## src/rtl/pwm_capture.sv

```systemverilog
// pwm_capture: measures period, high time and integer duty percent of an asynchronous PWM input
// Ports: clk/nrst (async active-low) clock and reset; en measurement enable;
//   pwm_in async waveform; period_cnt/high_cnt last result in clk cycles;
//   duty_percent floor(high*100/period); meas_valid result-update pulse;
//   overrun dropped-period pulse; stuck/stuck_level no-edge flag and level.
module pwm_capture #(
  parameter int CNT_W       = 32,
  parameter int SYNC_STAGES = 2,
  parameter int TIMEOUT     = 1000000
) (
  input  logic             clk,
  input  logic             nrst,
  input  logic             en,
  input  logic             pwm_in,
  output logic [CNT_W-1:0] period_cnt,
  output logic [CNT_W-1:0] high_cnt,
  output logic [6:0]       duty_percent,
  output logic             meas_valid,
  output logic             overrun,
  output logic             stuck,
  output logic             stuck_level
);
  localparam int IW = $clog2(TIMEOUT + 1);
  localparam int NW = CNT_W + 7;
  typedef enum logic [1:0] {IDLE, ARM, HIGH, LOW} state_t;
  state_t state, nstate;
  logic [SYNC_STAGES-1:0] sync;
  logic s, s_d, rise, fall, timeout, close, busy, ge;
  logic [CNT_W-1:0] cnt, hi, p_lat, h_lat;
  logic [IW-1:0] idle;
  logic [NW-1:0] rem, dsh;
  logic [5:0] q;
  logic [3:0] step;
  assign s     = sync[SYNC_STAGES-1];
  assign rise  = s & ~s_d;
  assign fall  = ~s & s_d;
  assign close = state == LOW && rise;
  assign busy  = step != 4'd0;
  assign ge    = rem >= dsh;
  // a saturated edge counter is treated exactly like an edge timeout
  assign timeout = state != IDLE && ((idle == IW'(TIMEOUT) && !(rise | fall)) || &cnt);
  always_ff @(posedge clk or negedge nrst)
    if (!nrst) state <= IDLE;
    else state <= nstate;
  always_comb begin
    nstate = state;
    if (!en) nstate = IDLE;
    else if (state == IDLE || timeout) nstate = ARM;
    else if (rise && state != HIGH) nstate = HIGH;
    else if (fall && state == HIGH) nstate = LOW;
  end
  always_ff @(posedge clk or negedge nrst)
    if (!nrst) begin
      sync <= '0;
      s_d <= 1'b0;
      cnt <= '0;
      hi <= '0;
      p_lat <= '0;
      h_lat <= '0;
      idle <= '0;
      rem <= '0;
      dsh <= '0;
      q <= '0;
      step <= '0;
      period_cnt <= '0;
      high_cnt <= '0;
      duty_percent <= '0;
      meas_valid <= 1'b0;
      overrun <= 1'b0;
      stuck <= 1'b0;
      stuck_level <= 1'b0;
    end else begin
      sync <= {sync[SYNC_STAGES-2:0], pwm_in};
      s_d <= s;
      meas_valid <= 1'b0;
      overrun <= 1'b0;
      if (!en || state == IDLE) begin
        cnt <= '0;
        idle <= '0;
        step <= '0;
      end else if (timeout) begin
        cnt <= '0;
        idle <= '0;
        step <= '0;
        stuck <= 1'b1;
        stuck_level <= s;
        meas_valid <= 1'b1;
        period_cnt <= '0;
        high_cnt <= '0;
        duty_percent <= s ? 7'd100 : 7'd0;
      end else begin
        idle <= (rise | fall) ? '0 : idle + 1'b1;
        cnt <= rise ? CNT_W'(1) : state == ARM ? '0 : cnt + 1'b1;
        if (fall && state == HIGH) hi <= cnt;
        overrun <= close && busy;
        // load cycle, then 7 restoring steps; step 1 is a trailing busy cycle
        if (close && !busy) begin
          rem <= NW'(hi) * NW'(100);
          dsh <= {1'b0, cnt, 6'b0};
          p_lat <= cnt;
          h_lat <= hi;
          q <= '0;
          step <= 4'd8;
        end else if (busy) begin
          step <= step - 4'd1;
          if (step >= 4'd2) begin
            rem <= ge ? rem - dsh : rem;
            dsh <= dsh >> 1;
            q <= {q[4:0], ge};
          end
          if (step == 4'd2) begin
            period_cnt <= p_lat;
            high_cnt <= h_lat;
            duty_percent <= {q, ge};
            meas_valid <= 1'b1;
            stuck <= 1'b0;
          end
        end
      end
    end
endmodule

```

## config.mk

```make
export PLATFORM = sky130hd
export DESIGN_NAME = pwm_capture
export DESIGN_NICKNAME = d
export VERILOG_FILES = /design/src/rtl/pwm_capture.sv
export SDC_FILE = /design/constraint.sdc
export NUM_CORES = 1
export LEC_CHECK = 0
export CAP_MARGIN = 20
export CORE_MARGIN = 2
export CORE_UTILIZATION = 35
export DETAILED_ROUTE_END_ITERATION = 12
export PLACE_DENSITY = 0.61
export SKIP_LAST_GASP = 1
export SLEW_MARGIN = 20
export SYNTH_ARGS = -nofsm -noshare
export SYNTH_HDL_FRONTEND = slang
export SYNTH_SLANG_ARGS = --single-unit
```

## constraint.sdc

```tcl
create_clock -name clk -period 4.54 [get_ports clk]
set_clock_uncertainty 0.1 [all_clocks]
set_input_delay 0.908 -clock clk [delete_from_list [all_inputs] [get_ports clk]]
set_output_delay 0.908 -clock clk [all_outputs]
set_load 0.01 [all_outputs]
```

# == Word level (Yosys, flattened, before mapping) ==
# Index checks and enable logic that the tools add are counted.
# word_totals
regBits,316
in_bits,4
output_inout_bits,75
word_cells,119
# classes
addsub,4
n_mul,1
order_cmp,2
n_eq_ne,8
muxes,49
n_bitwise,7
reduce_logical,29
# ops
operator,count
$mux 32,12
$mux 39,7
$mux 20,3
$ge 39x39->1,1
$sub 39x39->39,1
$mul 32x5->37 const B,1
$mux 7,5
$add 32x1->32 const B,1
$reduce_and 32->1,1
$add 20x1->20 const B,1
$eq 20x20->1 const B,1
$mux 6,3
$mux 4,4
$reduce_bool 2->1,6
$mux 1,11
$mux 2,4
$reduce_and 4->1,2
$reduce_bool 4->1,2
$logic_and 1x1->1,7
$reduce_and 3->1,2
$reduce_and 5->1,1
$eq 2x2->1 const B,2
$eq 4x2->1 const B,1
$ge 4x2->1 const B,1
other kinds (11),20

# == Longest topological paths before layout ==
# Gate-level depths: netlist (run 1).
# logic_depth
word_depth,10
mapped_depth,17
ltp_nobuf,16

# == Worst setup path before layout (run 1) ==
# Ideal clock, no wire load.
# synth_path
path_type,register -> register
from,register hi[6]
to,register rem[33]
setup_ns,0.127
t_arrival_ns,3.747
required_time_ns,4.313
setup_slack_ns,0.566
stages_incl_launch_ff,17
n_path_buf,0
synth_period_minus_slack_ns,3.974
cell_sequence,dfrtp_1 -> ha_1 -> ha_1 -> inv_1 -> fa_1 -> inv_1 -> ha_1 -> a21o_1 -> o32ai_1 -> a211oi_1 -> o31ai_2 -> o31ai_2 -> a21bo_2 -> a21boi_1 -> xor2_1 -> mux2i_1 -> mux2_1
# synth_between
elab_chain_cells,2
# synth_lines
element,line,source
from (decl),29,"logic [CNT_W-1:0] cnt, hi, p_lat, h_lat;"
from (signal assigned),94,if (fall && state == HIGH) hi <= cnt;
$mul 32x5->37,98,rem <= NW'(hi) * NW'(100);
$mux 39,97,if (close && !busy) begin
to (signal assigned),98,
to (signal assigned),107,rem <= ge ? rem - dsh : rem;
to (decl),31,"logic [NW-1:0] rem, dsh;"
# No other way between the ends.
# A chain may end at the register's enable or synchronous reset.

# == Worst setup path in the final report (run 1) ==
# Same ends and word-level chain as after synthesis.

==> results of run 1 <==
==> where the power goes <==
| group | switching [W] | internal [W] |
|---|---|---|
| Sequential | 0.000285 | 0.00318 |
| Clock | 0.00124 | 0.00182 |
| Combinational | 0.00457 | 0.00316 |
==> worst max-delay path, delay by kind of cell, from the launching register on <==
family                   cells  cell delay [ps]
AO/OA/AOI/OAI                7             1410
XOR/XNOR                     1              160
adder cells (fa/ha/maj)      4             1470
buffers and inverters        3              250
flip-flops                   1              450
multiplexers                 2              370
==> timing repair <==
| action | in CTS | in global routing |
|---|---|---|
| setup endpoints to repair | 0 | 7 |
| hold buffers | 0 | 0 |
| hold endpoints to repair | 0 | 0 |
| resized for setup | 0 | 3 |
| buffers inserted | 0 | 1 |
==> worst paths after layout <==
path	slack, ps	cells past startpoint	to
max reg2reg	230	17	rem[33]$_DFFE_PN0P_
max in group asynchronous	3080	2	hi[23]$_DFFE_PN0P_
min in group asynchronous	300	1	high_cnt[5]$_DFFE_PN0P_
min reg2reg	250	0	sync[1]$_DFF_PN0_
min	250	0	sync[1]$_DFF_PN0_
max	230	17	rem[33]$_DFFE_PN0P_
==> registers in the layout (all words and copies together), names as in the netlist <==
register,cells
q,6
idle,20
overrun,1
period_cnt,32
stuck,1
step,4
s_d,1
stuck_level,1
state,2
cnt,32
dsh,38
duty_percent,7
rem,39
meas_valid,1
h_lat,32
sync,2
p_lat,32
hi,32
high_cnt,32
==> layout make-up <==
cell class                 count  area, µm²
sequential                   315       7880
tap                          688        861
inverter                     184        691
antenna                        1       2.50
timing repair buffer         100       1010
clock inverter                16        203
fill                        5148      31100
clock buffer                  48       1050
multi-input combinational   1365       9530
==> layout by cell type, fill, tap and decap left out, types with 8 or more instances in the layout <==
master and count:
a21o_1 37, nor2b_1 10, o21ai_1 50, and3_1 19
o211ai_1 8, or3_1 10, xor2_1 55, a31oi_1 38
inv_1 184, a22o_1 68, nand3_1 47, nor2_1 159
dfrtp_1 315, nand4_1 22, and2_1 8, fa_1 28
nor3_1 29, buf_4 17, a21oi_1 87, ha_1 146
nand2b_1 11, mux2_2 44, o21a_1 9, clkdlybuf4s50_1 77
nand2_1 235, xnor2_1 54, clkbuf_16 39, o21ai_0 85
==> metrics by stage <==
stage                     worst slack, ps  cells  total power, W  instance area, µm²
after floorplan                       566   1952         0.00938               18500
after global placement                255   2651          0.0111               20000
after detailed placement              162   2651          0.0111               20000
after CTS                             171   2715          0.0143               21200
after global routing                -19.1   2716          0.0155               21200
final                                 234   2717          0.0143               21200
==> kinds of logic (layout without fill, tap and decap cells) <==
kind of cell | count (synthesis) | in the layout | share of synthesized area
buf+inv | 272 | 348 | 0.0593
flops | 315 | 315 | 0.427
compound gates | 446 | 446 | 0.160
other cells | 0 | 1 | 0
fa+ha+maj | 174 | 174 | 0.129
simple gates | 584 | 584 | 0.141
mux | 52 | 52 | 0.0314
xor+xnor | 109 | 109 | 0.0517
==> routing by layer <==
layer / GRT usage / wire (µm) / vias up
met5: 0 / 0 / -
met4: 0.0473 / 1020 / 0
met3: 0.0259 / 1850 / 67
met2: 0.287 / 21600 / 245
met1: 0.237 / 21400 / 6923
li1: - / - / 6824
==> out/results.tsv, run 1 <==
metric	value	unit
seq_area_frac_synth	0.427	
drive_gt1_frac	0.0769	
slowest_stage	fa_1	
route.final.wire_length	45800	µm
critPathKind	flop to flop	
ys_seq_elements	315	
synth_top_area_frac	0.427	
r2r-start	hi[6]$_DFFE_PN0P_	
max_freq	232	MHz
p_per_area	672	nW/µm²
yosysTopAreaCell	dfrtp_1	
hold_class	flop to flop	
die_x	234	µm
clock-sinks	315	
rsz0062_at_grt	true	
startpoint	hi[6]$_DFFE_PN0P_	
syn_to_final_growth	15.0	%
grt_use_total	0.174	
synth_flop_cell	dfrtp_1	
yosys_warnings	0	
holdWs	254	ps
cts_buffers	38	
syn_inst	1952	
synthTopCellsByCount	dfrtp_1 (315), nand2_1 (237), inv_1 (184)	
clockBufferDepth	3	
power.leakage	10.1	nW
core-area	52300	µm²
setup-violations-final	0	
synth_most_common_cell	dfrtp_1	
cts_tree	done	
hp-start	sync[0]$_DFF_PN0_	
cap_violations	0	
synth_area	18500	µm²
synth_edf_count	0	
syn_nets	2130	
worstPathMaxFanout	5	
ctsRootBufferMaster	clkbuf_16	
fin_util	0.406	
via_per_inst	5.17	
worst_ep_arrival_time	4650	ps
io_buffer_count	78	
cpPeakStageDelay	500	ps
drv_slew	0	
ir_drop	0.000361	V
vias	14059	
required	4890	ps
ios	79	
htreeDepth	2	
grt_pass1_vias	14441	
fin_crit	4310	ps
clkLatencyLatePin	570	ps
grt_pass1_wl	76300	µm
grt_max_degree	98	
die_h	234	µm
start_util	0.353	
wl_per_cell	16.9	µm
netlist-cell-type-count	77	
place_hpwl	33000	µm
critPathCaptureType	flop	
tns	0	ps
dieArea	54600	µm²
finalHoldViolCount	0	
drc_errors	0	
drt_pass1_iterations	5	
tightest_slew	1050	ps
clk_pin_slew	60	ps
path_common_cell	ha_1	
drtAntennaViolNets	0	
grt-ovfl-total	0	
row_count	84	
nets	2182	
synth_area_per_cell	9.46	µm²
async_reset_ff_frac	1.00	
gp_congestion	0.864	
drt_first_iter_violations	1006	
antenna_found_initial	1	
relSlewSlack	0.301	
crit_chain	ha_1 > ha_1 > inv_1 > fa_1 > inv_1 > ha_1 > a21o_1 > o32ai_1 > a211oi_2 > o31ai_2 > buf_4 > o31ai_2 > a21bo_2 > a21boi_1 > xor2_1 > mux2i_1 > mux2_1	
outcome	finished, final reports clean	
fin_crit_sh	0.948	
synthTopCellsByArea	dfrtp_1 (43%), ha_1 (9.9%), nand2_1 (4.8%), inv_1 (3.7%), nor2_1 (3.3%)	
critPathLaunchType	flop	
Note: power is estimated with default switching activity, not from simulation.
==> run 2: changes to the inputs <==
DONT_BUFFER_PORTS = 1   (was unset)
PLACE_DENSITY = 0.59   (was 0.61)
==> run 2 against run 1 <==
Effect of this change:
- the flow now finishes with violations (negative hold slack)
- core utilization decreased by 1.7 points
- non-clock buffer count fell by 87
- critical path depth is 1 lower
- largest power group unchanged
- count of clock-buffer cells in the layout down 2
- sequential cell count unchanged
- clock power about the same
- setup slack got worse by 37 ps
- global-route usage down 0.18 points
- first-iteration DRC count is 8.5% higher
- critical path type unchanged
==> out/results.tsv, run 2 (synthesized netlist as in run 1, its figures left out) <==
metric	value	unit
outcome	complete, but fails checks	
violations	negative hold slack	
required	4860	ps
cap_violations	0	
core-area	52300	µm²
clkLatencyLatePin	570	ps
gp_congestion	0.916	
crit_chain	ha_1 > ha_1 > inv_1 > fa_1 > inv_1 > ha_1 > a21o_1 > o32ai_1 > a211oi_1 > o31ai_2 > o31ai_2 > a21bo_2 > a21boi_1 > xor2_1 > mux2i_1 > mux2_1	
fin_area	20300	µm²
critPathCaptureType	flop	
ctsRootBufferMaster	clkbuf_16	
critPathKind	flop to flop	
wl_per_cell	17.3	µm
p_int	0.00810	W
relSlewSlack	0.0938	
grt_max_degree	316	
route.final.wire_length	45600	µm
final_cell_mix	dfrtp_1 (315), nand2_1 (235), inv_1 (184), nor2_1 (159), ha_1 (146)	
hold_class	input port to async pin	
drtAntennaViolNets	0	
largest_register	rem	
power.leakage	9.81	nW
clk_pin_slew	60	ps
setup_ws	197	ps
fin_crit	4340	ps
cts_buffers	38	
cpPeakStageDelay	500	ps
grt_pass1_wl	75000	µm
tns	0	ps
place_area	19100	µm²
io_buffer_count	0	
ir_drop	0.000388	V
reg_top3	rem (39), dsh (38)	
nets	2095	
pre_cts_slack	184	ps
max_freq	230	MHz
drt_first_iter_violations	1092	
drc_errors	0	
combPwrFrac	0.538	
power_frac_seq	0.245	
worst_ep_arrival_time	4670	ps
cts_tree	done	
final_common_cell	dfrtp_1	
power.clock.fraction	0.216	
grt_use_total	0.172	
syn_to_final_growth	10.1	%
holdWs	-32.8	ps
drive_gt1_frac	0.0761	
grt_pass1_vias	13815	
power_switching	0.00607	W
drv_slew	0	
clock-sinks	315	
crit_buf_inv	2	
tightest_slew	1360	ps
grt-ovfl-total	0	
drt_pass1_iterations	5	
antenna_cells	0	
critPathTopFamily	compound AO/OA/AOI/OAI gates	
place_hpwl	32100	µm
row_count	84	
htreeDepth	2	
rsz0062_at_grt	true	
n_fill_cell	5249	
critPathLaunchType	flop	
p_per_area	697	nW/µm²
ios	79	
fin_crit_sh	0.957	
largest_reg_flops	39	
start_util	0.353	
die_x	234	µm
finalHoldViolCount	15	
via_per_inst	5.20	
setup-violations-final	0	
clockBufferDepth	3	
vias	13697	
worstPathMaxFanout	5	
die_h	234	µm
antenna_found_initial	0	
slowest_stage	fa_1	
p_sw_frac	0.428	
path_common_cell	ha_1	
dieArea	54600	µm²
post-cts-setup-buffer-count	0	
run 2: per-stage QoR:
step,utilization,power [W],cells
global placement,0.365,0.0110,2565
floorplan,-,0.00938,1952
global route,0.388,0.0154,2633
detailed placement,0.365,0.0111,2565
finish,0.388,0.0142,2633
CTS,0.388,0.0142,2633
run 2: final timing paths:
path                                            to  slack (ps)         startpoint  cells past startpoint
max reg2reg                    rem[33]$_DFFE_PN0P_         200  hi[6]$_DFFE_PN0P_                     16
max                            rem[33]$_DFFE_PN0P_         200  hi[6]$_DFFE_PN0P_                     16
max in group asynchronous        hi[8]$_DFFE_PN0P_        3300               nrst                      0
min                        high_cnt[6]$_DFFE_PN0P_         -30               nrst                      0
min in group clk                 sync[1]$_DFF_PN0_         260  sync[0]$_DFF_PN0_                      0
min reg2reg                      sync[1]$_DFF_PN0_         260  sync[0]$_DFF_PN0_                      0
run 2: power groups by stage:
stage / Combinational [W] / Clock [W] / Sequential [W]
after floorplan: 0.00595 / 0 / 0.00342
after global placement: 0.00747 / 0 / 0.00351
after detailed placement: 0.00753 / 0 / 0.00353
after CTS: 0.00758 / 0.00315 / 0.00348
after global routing: 0.00859 / 0.00327 / 0.00352
final: 0.00763 / 0.00306 / 0.00348
run 2: final cells by class:
cell class                 instances  area (µm²)  area share
multi-input combinational       1365        9530       0.468
clock buffer                      46        1010      0.0497
timing repair buffer              13         123     0.00603
clock inverter                    22         240      0.0118
sequential                       315        7880       0.388
tap                              688         861      0.0423
inverter                         184         691      0.0340
run 2: repair_timing:
item                       4_1_cts  5_1_grt
resized for setup                0        1
setup endpoints to repair        0        2
hold endpoints to repair       315      219
run 2: metal layers:
layer	global-route usage	routed length [µm]
met4	0.0403	877
met2	0.282	21000
met5	0	0
met3	0.0273	2030
met1	0.238	21700
==> run 3: changes to the inputs <==
TNS_END_PERCENT = 1   (was unset)
==> results of run 3 <==
Same layout as run 2: the final DEF is identical, and so are final timing and power.
